<file path="src/rtl/iobm_arb_if.sv">
// Requester-side port of the I/O bus master arbiter: a held request with its
// transfer attributes, answered by a one-cycle ack carrying bus-error status.
interface iobm_arb_if #(
    parameter int AW = 23
);
    logic          req;
    logic          wr;
    logic          lds;
    logic          uds;
    logic [AW:1]   a;
    logic [15:0]   d;
    logic          ack;
    logic          berr;

    modport master (output req, wr, lds, uds, a, d, input ack, berr);
    modport slave  (input req, wr, lds, uds, a, d, output ack, berr);
endinterface

</file>
<file path="src/rtl/iobm_arb.sv">
// Two-port round-robin arbiter in front of the PDS I/O bus master; sequences one
// grant through the master's IOACT handshake and acks the owner with error status.
//
// state | meaning
// IDLE  | no grant; pick an owner when any request is up
// REQ   | request outputs driven, waiting for the master to go busy
// ACT   | master busy; collect bus error, run watchdog
// DONE  | master finished; pulse owner's ack
module iobm_arb #(
    parameter int AW     = 23,
    parameter int WD_CYC = 255
) (
    input  logic          c16m,
    input  logic          res,
    iobm_arb_if.slave     r0,
    iobm_arb_if.slave     r1,
    output logic          iordreq,
    output logic          iowrreq,
    output logic          iolds,
    output logic          iouds,
    output logic [AW:1]   ioa,
    output logic [15:0]   iod,
    input  logic          ioact,
    input  logic          ioberr,
    output logic          own,
    output logic          wderr
);
    localparam int WDW = $clog2(WD_CYC + 1);
    localparam logic [WDW-1:0] WD_LIM = WDW'(WD_CYC);

    typedef enum logic [1:0] {IDLE, REQ, ACT, DONE} state_t;

    state_t         state;
    logic [WDW-1:0] wd;
    logic           err;
    logic           pick1;

    // On a tie the port that did not own the bus last time wins.
    assign pick1 = r1.req && (!r0.req || !own);

    always_ff @(posedge c16m) begin
        if (res) begin
            state   <= IDLE;
            iordreq <= 1'b0;
            iowrreq <= 1'b0;
            iolds   <= 1'b0;
            iouds   <= 1'b0;
            ioa     <= '0;
            iod     <= '0;
            own     <= 1'b1;
            wderr   <= 1'b0;
            wd      <= '0;
            err     <= 1'b0;
            r0.ack  <= 1'b0;
            r0.berr <= 1'b0;
            r1.ack  <= 1'b0;
            r1.berr <= 1'b0;
        end else begin
            r0.ack  <= 1'b0;
            r0.berr <= 1'b0;
            r1.ack  <= 1'b0;
            r1.berr <= 1'b0;
            case (state)
                IDLE: begin
                    if (r0.req || r1.req) begin
                        own <= pick1;
                        if (pick1) begin
                            ioa     <= r1.a;
                            iod     <= r1.d;
                            iolds   <= r1.lds;
                            iouds   <= r1.uds;
                            iordreq <= !r1.wr;
                            iowrreq <= r1.wr;
                        end else begin
                            ioa     <= r0.a;
                            iod     <= r0.d;
                            iolds   <= r0.lds;
                            iouds   <= r0.uds;
                            iordreq <= !r0.wr;
                            iowrreq <= r0.wr;
                        end
                        wd    <= '0;
                        state <= REQ;
                    end
                end
                REQ: begin
                    // No timeout here: the master may be held off indefinitely.
                    if (ioact) begin
                        err   <= 1'b0;
                        state <= ACT;
                    end
                end
                ACT: begin
                    if (ioact && ioberr) begin
                        err <= 1'b1;
                    end
                    if (wd != WD_LIM) begin
                        wd <= wd + 1'b1;
                        if (wd + 1'b1 == WD_LIM) begin
                            wderr <= 1'b1;
                        end
                    end
                    if (!ioact) begin
                        iordreq <= 1'b0;
                        iowrreq <= 1'b0;
                        state   <= DONE;
                    end
                end
                DONE: begin
                    if (own) begin
                        r1.ack  <= 1'b1;
                        r1.berr <= err;
                    end else begin
                        r0.ack  <= 1'b1;
                        r0.berr <= err;
                    end
                    state <= IDLE;
                end
                default: state <= IDLE;
            endcase
        end
    end
endmodule
</file>
<file path="src/flat_wrapper.sv">
// flat-port wrapper written by rule: the top's interface ports become plain ports
module iobm_arb_flat 
#(
    parameter int AW     = 23,
    parameter int WD_CYC = 255
)
  (c16m, res, iordreq, iowrreq, iolds, iouds, ioa, iod, ioact, ioberr, own, wderr, r0_req, r0_wr, r0_lds, r0_uds, r0_a, r0_d, r0_ack, r0_berr, r1_req, r1_wr, r1_lds, r1_uds, r1_a, r1_d, r1_ack, r1_berr);
  iobm_arb_if #(.AW(AW)) r0_i ();
  iobm_arb_if #(.AW(AW)) r1_i ();
  input  logic c16m;
  input  logic res;
  output logic iordreq;
  output logic iowrreq;
  output logic iolds;
  output logic iouds;
  output logic [AW:1] ioa;
  output logic [15:0] iod;
  input  logic ioact;
  input  logic ioberr;
  output logic own;
  output logic wderr;
  input wire logic [$bits(r0_i.req)-1:0] r0_req;
  input wire logic [$bits(r0_i.wr)-1:0] r0_wr;
  input wire logic [$bits(r0_i.lds)-1:0] r0_lds;
  input wire logic [$bits(r0_i.uds)-1:0] r0_uds;
  input wire logic [$bits(r0_i.a)-1:0] r0_a;
  input wire logic [$bits(r0_i.d)-1:0] r0_d;
  output wire logic [$bits(r0_i.ack)-1:0] r0_ack;
  output wire logic [$bits(r0_i.berr)-1:0] r0_berr;
  input wire logic [$bits(r1_i.req)-1:0] r1_req;
  input wire logic [$bits(r1_i.wr)-1:0] r1_wr;
  input wire logic [$bits(r1_i.lds)-1:0] r1_lds;
  input wire logic [$bits(r1_i.uds)-1:0] r1_uds;
  input wire logic [$bits(r1_i.a)-1:0] r1_a;
  input wire logic [$bits(r1_i.d)-1:0] r1_d;
  output wire logic [$bits(r1_i.ack)-1:0] r1_ack;
  output wire logic [$bits(r1_i.berr)-1:0] r1_berr;
  assign r0_i.req = r0_req;
  assign r0_i.wr = r0_wr;
  assign r0_i.lds = r0_lds;
  assign r0_i.uds = r0_uds;
  assign r0_i.a = r0_a;
  assign r0_i.d = r0_d;
  assign r0_ack = r0_i.ack;
  assign r0_berr = r0_i.berr;
  assign r1_i.req = r1_req;
  assign r1_i.wr = r1_wr;
  assign r1_i.lds = r1_lds;
  assign r1_i.uds = r1_uds;
  assign r1_i.a = r1_a;
  assign r1_i.d = r1_d;
  assign r1_ack = r1_i.ack;
  assign r1_berr = r1_i.berr;
  iobm_arb #(.AW(AW), .WD_CYC(WD_CYC)) u_core (.c16m(c16m), .res(res), .r0(r0_i), .r1(r1_i), .iordreq(iordreq), .iowrreq(iowrreq), .iolds(iolds), .iouds(iouds), .ioa(ioa), .iod(iod), .ioact(ioact), .ioberr(ioberr), .own(own), .wderr(wderr));
endmodule
</file>
<file path="config.mk">
export PLATFORM = sky130hd
export DESIGN_NAME = iobm_arb_flat
export DESIGN_NICKNAME = d
export VERILOG_FILES = /design/src/rtl/iobm_arb_if.sv /design/src/rtl/iobm_arb.sv /design/src/flat_wrapper.sv
export SDC_FILE = /design/constraint.sdc
export NUM_CORES = 1
export LEC_CHECK = 0
export BUFFER_PORTS_ARGS = -buffer_cell sky130_fd_sc_hd__clkbuf_2
export CAP_MARGIN = 20
export CORE_MARGIN = 8
export CORE_UTILIZATION = 49
export CTS_CLUSTER_SIZE = 28
export DETAILED_ROUTE_END_ITERATION = 16
export PLACE_DENSITY = 0.85
export RECOVER_POWER = 50
export SYNTH_ARGS = -nofsm -noshare
export SYNTH_HDL_FRONTEND = slang
export SYNTH_SLANG_ARGS = --single-unit
</file>
<file path="constraint.sdc">
create_clock -name c16m -period 4.7 [get_ports c16m]
set_input_delay 1.41 -clock c16m [delete_from_list [all_inputs] [get_ports c16m]]
set_output_delay 1.41 -clock c16m [all_outputs]
set_load 0.02 [all_outputs]
</file>
==> impl_metrics.tcl, run 1 <==
set metrics [dict create \
    wl_met2_mm 3.987 \
    ctsResizeCount 0 \
    multi_input_area_mm2 0.001436 \
    vias 2644 \
    hold_buffers 0 \
    core_mm2 0.005473 \
    outcome "finished clean" \
    place_congestion 0.7617 \
    row_count 27 \
    grt_pass1_wl_mm 12.28 \
    fin_ws_ns 1.924 \
    syn_area_per_cell_um2 9.189 \
    hp-class "reg -> reg" \
    synth.distinct_cells 37 \
    synth_top_area_cell "dfxtp_1" \
    clkPwrFrac_pct 22.8 \
    grt_pass1_vias 2771 \
    post-route-min-period_ns 2.776 \
    synth-seq-cells 60 \
    wl_per_cell_um 15.10 \
    nets 525 \
    synthFlopType "dfxtp_1" \
    root_buffer "clkbuf_8" \
    internal_power_mw 1.214 \
    drt_iter0_drc 62 \
    wl_mm 7.640 \
    dp_hpwl_mm 5.751 \
    ioPinCount 139 \
    dr.pass1.iters 4 \
    place_ws_ns 1.579 \
    synth_area_mm2 0.002748 \
    critPathRequiredTime_ns 4.93 \
    cts_buffers 9 \
    grt_max_degree 58 \
    leakage_nw 1.546 \
    clock_sink_count 60 \
    synth_seq_area_share_pct 43.72 \
    crit_path_end_kind "flip-flop" \
    met1_length_mm 2.974 \
    die_area_mm2 0.008259 \
    synth-async-reset-ratio_pct 0 \
    antenna_found_initial 0 \
    synthCells 299 \
    globalRouteOverflowTotal 0 \
    ctsLongestPathBuffers 2 \
    wl_met3_um 499 \
    critPathKind "in -> reg" \
    arrival_ns 3.00 \
    via_per_inst 5.225 \
    slew_violations 0 \
    relSlewSlack_pct 25.20 \
    path_clk_slew_ns 0.06 \
    fin_tns_setup_ns 0 \
    synth.top_cell.area_share_pct 43.72 \
    ant_nets 0 \
    crit_path_start_kind "input port" \
    fin_crit_sh_pct 59.05 \
    setup_viol 0 \
    seq_power_share_pct 35.7 \
    hold_viol_final 0 \
    synth_edf_count 0 \
    maxCapViolCount 0 \
    dr.max_layer_used "met4" \
    yosys-top-cells-area "dfxtp_1 (44%), mux2i_1 (16%), a211oi_1 (11%), nor2_1 (7.2%), ha_1 (2.7%)" \
    port_buffers 138 \
    combPwrFrac_pct 41.5 \
    diodes 0 \
    ir_drop_mv 0.3406 \
    skew_ns 0.009165 \
    synth_common_cells "dfxtp_1 (60), nor2_1 (53), mux2i_1 (44)" \
    tightest_slew_ns 1.122 \
    cts_tree "done" \
    fillers 476 \
    switchingPower_mw 0.8397 \
    drc_errors 0 \
    clock_latency_ns 0.33 \
    synthesis.nets 395 \
    rsz0062_at_grt "false" \
    post_cts.repair.setup_buffers 0 \
    ctsHtreeMaxLevel 3 \
    path_max_fanout 57 \
    yosysWarnings 0 \
    grt_util_all_layers_pct 17.98 \
    regArea_mm2 0.001201 \
    max_freq_ghz 0.3603 \
    die_h_um 90.88 \
    yosysMostFrequentCell "dfxtp_1" \
    die_w_um 90.88 \
    switching_share_pct 40.88 \
    area_delta_synth_final_pct 31.92 \
    p_per_area_mw_per_mm2 566.7 \
    start_util_pct 50.21 \
    layout-drive-gt1-share_pct 26.96 \
]
[final timing paths]
| kind | end | cells after the start | from | slack [ns] |
|---|---|---|---|---|
| worst max-delay path | u_core.ioa[18]$_SDFFE_PP0P_ | 5 | r0_req | 1.92 |
| worst max register to register | u_core.ioa[18]$_SDFFE_PP0P_ | 6 | u_core.state[0]$_SDFFE_PP0P_ | 2.40 |
| worst min register to register | u_core.ioa[8]$_SDFFE_PP0P_ | 2 | u_core.ioa[8]$_SDFFE_PP0P_ | 0.50 |
| worst min-delay path | u_core.ioa[8]$_SDFFE_PP0P_ | 2 | u_core.ioa[8]$_SDFFE_PP0P_ | 0.50 |
[power by group through the flow]
stage	clock network (mW)	logic, mW	registers, mW
after floorplan	0	0.480	0.885
after global placement	0	0.853	0.738
after detailed placement	0	0.882	0.744
after CTS	0.478	0.887	0.735
after global routing	0.499	0.945	0.752
final	0.469	0.852	0.734
[critical path, cell delays in order]
cell and delay [ns]:
clkbuf_2 0.14, o21a_2 0.82, buf_4 0.35, nor2_1 0.06
a211oi_1 0.20
[cell usage in the layout (no fill, tap or decap), types with 2 or more instances in the layout]
master,instances
nand2b_1,3
nand3b_1,2
clkbuf_1,47
dfxtp_1,60
nand2_1,11
a31oi_1,5
nor3_1,3
buf_4,3
and2_1,2
o21ai_1,2
clkbuf_2,92
ha_1,6
or3_1,5
a211oi_1,41
mux2i_1,44
a21oi_1,10
nand3_1,4
clkinv_2,2
inv_1,4
nor2b_1,3
nor2_1,53
clkbuf_8,11
[metrics by stage]
step | hold slack (ns) | power (mW) | cell area [µm²] | utilization, % | std cells
floorplan | 0.4683 | 1.365 | 2748 | - | 299
global placement | 0.4549 | 1.591 | 3460 | 63.21 | 489
detailed placement | 0.4633 | 1.626 | 3460 | 63.21 | 489
CTS | 0.4999 | 2.100 | 3662 | 66.92 | 505
global route | 0.5189 | 2.196 | 3625 | 66.23 | 506
finish | 0.4964 | 2.054 | 3625 | 66.23 | 506
[cells by family (layout without fill, tap and decap cells)]
group / count (synthesis) / after routing / share of synthesized area, %
AND/OR/NAND/NOR: 94 / 94 / 15.62
AO/OA/AOI/OAI: 66 / 66 / 17.12
flip-flops: 60 / 60 / 43.72
multiplexers: 44 / 44 / 16.03
buffers and inverters: 28 / 163 / 4.462
adder cells (fa/ha/maj): 6 / 6 / 2.732
XOR/XNOR: 1 / 1 / 0.3188
[sequential cells by signal, indices dropped and copies added (netlist names), 2 cells and up]
name	flops
u_core.ioa	23
u_core.iod	16
u_core.state	2
u_core.wd	8
[layer usage]
metal  vias to the layer above  track usage [%]
li1                       1329                -
met1                      1204            17.50
met2                        94            32.83
met3                        17            5.569
met4                         0            10.23
met5                         -                0
[final cells by class]
class	count	area share, %
sequential	60	33.14
inverter	5	0.5178
timing repair buffer	142	18.64
multi-input combinational	211	39.63
clock buffer	12	4.280
clock inverter	4	1.312
tap	72	2.485
Power figures use the tool's default switching activity.
==> inputs of run 2 (changes only) <==
Settings changed: CORE_UTILIZATION 49 to 41, PLACE_DENSITY 0.85 to 0.76.
Clock period 4.7 ns to 2.23 ns, I/O delays scaled along.
==> run 2 against run 1 <==
Sequential cell count unchanged. Largest cell class unchanged. Sequential power up 110%. Combinational power up 110%. Via count down 1.8%. Sequential share of layout area down 0.31 points.
==> impl_metrics.tcl, run 2 (synthesis results as in run 1) <==
set metrics [dict create \
    ioPinCount 139 \
    crit_path_start_kind "flip-flop" \
    diodes 0 \
    largest_reg_flops 23 \
    dp_hpwl_mm 5.664 \
    slew_violations 0 \
    outcome "finished clean" \
    ant_nets 0 \
    setup_viol 0 \
    arrival_ns 2.23 \
    critPathKind "reg -> reg" \
    antenna_found_initial 0 \
    post_cts.repair.setup_buffers 0 \
    port_buffers 138 \
    ctsResizeCount 0 \
    place_congestion 0.8296 \
    die_area_mm2 0.009577 \
    path_max_fanout 11 \
    dr.pass1.iters 4 \
    via_per_inst 4.994 \
    p_per_area_mw_per_mm2 1143 \
    die_w_um 97.86 \
    clock_sink_count 60 \
    root_buffer "clkbuf_8" \
    r2r_cells 7 \
    grt_util_all_layers_pct 15.09 \
    fillers 628 \
    fin_tns_setup_ns 0 \
    wl_per_cell_um 14.05 \
    relSlewSlack_pct 45.28 \
    vias 2597 \
    row_count 30 \
    leakage_nw 1.566 \
    core_mm2 0.006644 \
    grt_pass1_wl_mm 11.87 \
    die_h_um 97.86 \
    post-route-min-period_ns 1.974 \
    crit_path_end_kind "flip-flop" \
    clock_latency_ns 0.32 \
    wl_mm 7.308 \
    tightest_slew_ns 0.8161 \
    grt_pass1_vias 2615 \
    layout-drive-gt1-share_pct 27.50 \
    maxCapViolCount 0 \
    path_clk_slew_ns 0.06 \
    layout_common_cells "clkbuf_2 (92), dfxtp_1 (60), nor2_1 (53)" \
    skew_ns 0.003127 \
    area_delta_synth_final_pct 33.15 \
    regMostFlops "u_core.ioa" \
    hold_buffers 0 \
    ctsHtreeMaxLevel 3 \
    start_util_pct 41.36 \
    fin_crit_sh_pct 88.53 \
    hold_viol_final 0 \
    ctsLongestPathBuffers 2 \
    grt_max_degree 53 \
    min_path_cells 2 \
    critPathRequiredTime_ns 2.49 \
    cts_tree "done" \
    timing.hold.ws_ns 0.4859 \
    drc_errors 0 \
    nets 532 \
    globalRouteOverflowTotal 0 \
    max_freq_ghz 0.5065 \
    cts_buffers 9 \
    rsz0062_at_grt "false" \
    ir_drop_mv 0.5536 \
    drt_iter0_drc 51 \
    hp-class "reg -> reg" \
    reg_top3 "u_core.ioa (23), u_core.iod (16), u_core.wd (8)" \
    final_common_cell "clkbuf_2" \
]
[run 2: cell types whose count changed in the layout (fill, tap and decap cells not counted), sizes merged]
cell	delta
buf	+7
bufinv	-1
clkbuf	+1
clkinvlp	-1
[run 2: through the flow]
step	cells	instance area, µm²	power [mW]	utilization [%]	worst slack [ns]
floorplan	299	2748	2.877	-	0.4163
finish	520	3659	4.182	55.07	0.2557
global placement	505	3555	3.391	53.50	0.2356
detailed placement	505	3555	3.446	53.50	0.2275
global route	520	3659	4.500	55.07	0.1385
CTS	520	3724	4.300	56.05	0.2526
[run 2: area by class of cell]
class | count | area [µm²] | area share, %
clock buffers | 13 | 158.9 | 4.343
clock inverters | 2 | 10.01 | 0.2736
inverters | 5 | 18.77 | 0.5130
multi-input cells | 211 | 1429 | 39.06
flip-flops and latches | 60 | 1201 | 32.83
well taps | 80 | 100.1 | 2.736
repair buffers | 149 | 740.7 | 20.25
[run 2: layer usage]
layer	wire length, µm	GRT usage [%]	vias up
met5	0	0	-
met4	150	7.554	0
met3	399	4.552	12
met2	3696	26.77	77
met1	3061	15.80	1163
li1	-	-	1345
[run 2: final timing paths]
kind                           startpoint                   endpoint  slack [ns]
min             u_core.wderr$_SDFFE_PP0P_  u_core.wderr$_SDFFE_PP0P_        0.49
max reg2reg  u_core.state[0]$_SDFFE_PP0P_  u_core.wd[3]$_SDFFE_PP0P_        0.26
min reg2reg     u_core.wderr$_SDFFE_PP0P_  u_core.wderr$_SDFFE_PP0P_        0.49
max          u_core.state[0]$_SDFFE_PP0P_  u_core.wd[3]$_SDFFE_PP0P_        0.26
[run 2: critical path: stages, from the launching register on]
cell and delay, ns:
dfxtp_1 0.36, inv_1 0.09, ha_1 0.28, or3b_1 0.24, o21ai_2 0.11, a31o_4 0.28
or4_1 0.39, a31oi_1 0.16
[run 2: power by group]
part / switching (mW) / leakage (nW) / internal (mW)
Clock: 0.391 / 0.0893 / 0.455
Combinational: 1.17 / 0.982 / 0.629
Sequential: 0.167 / 0.495 / 1.37
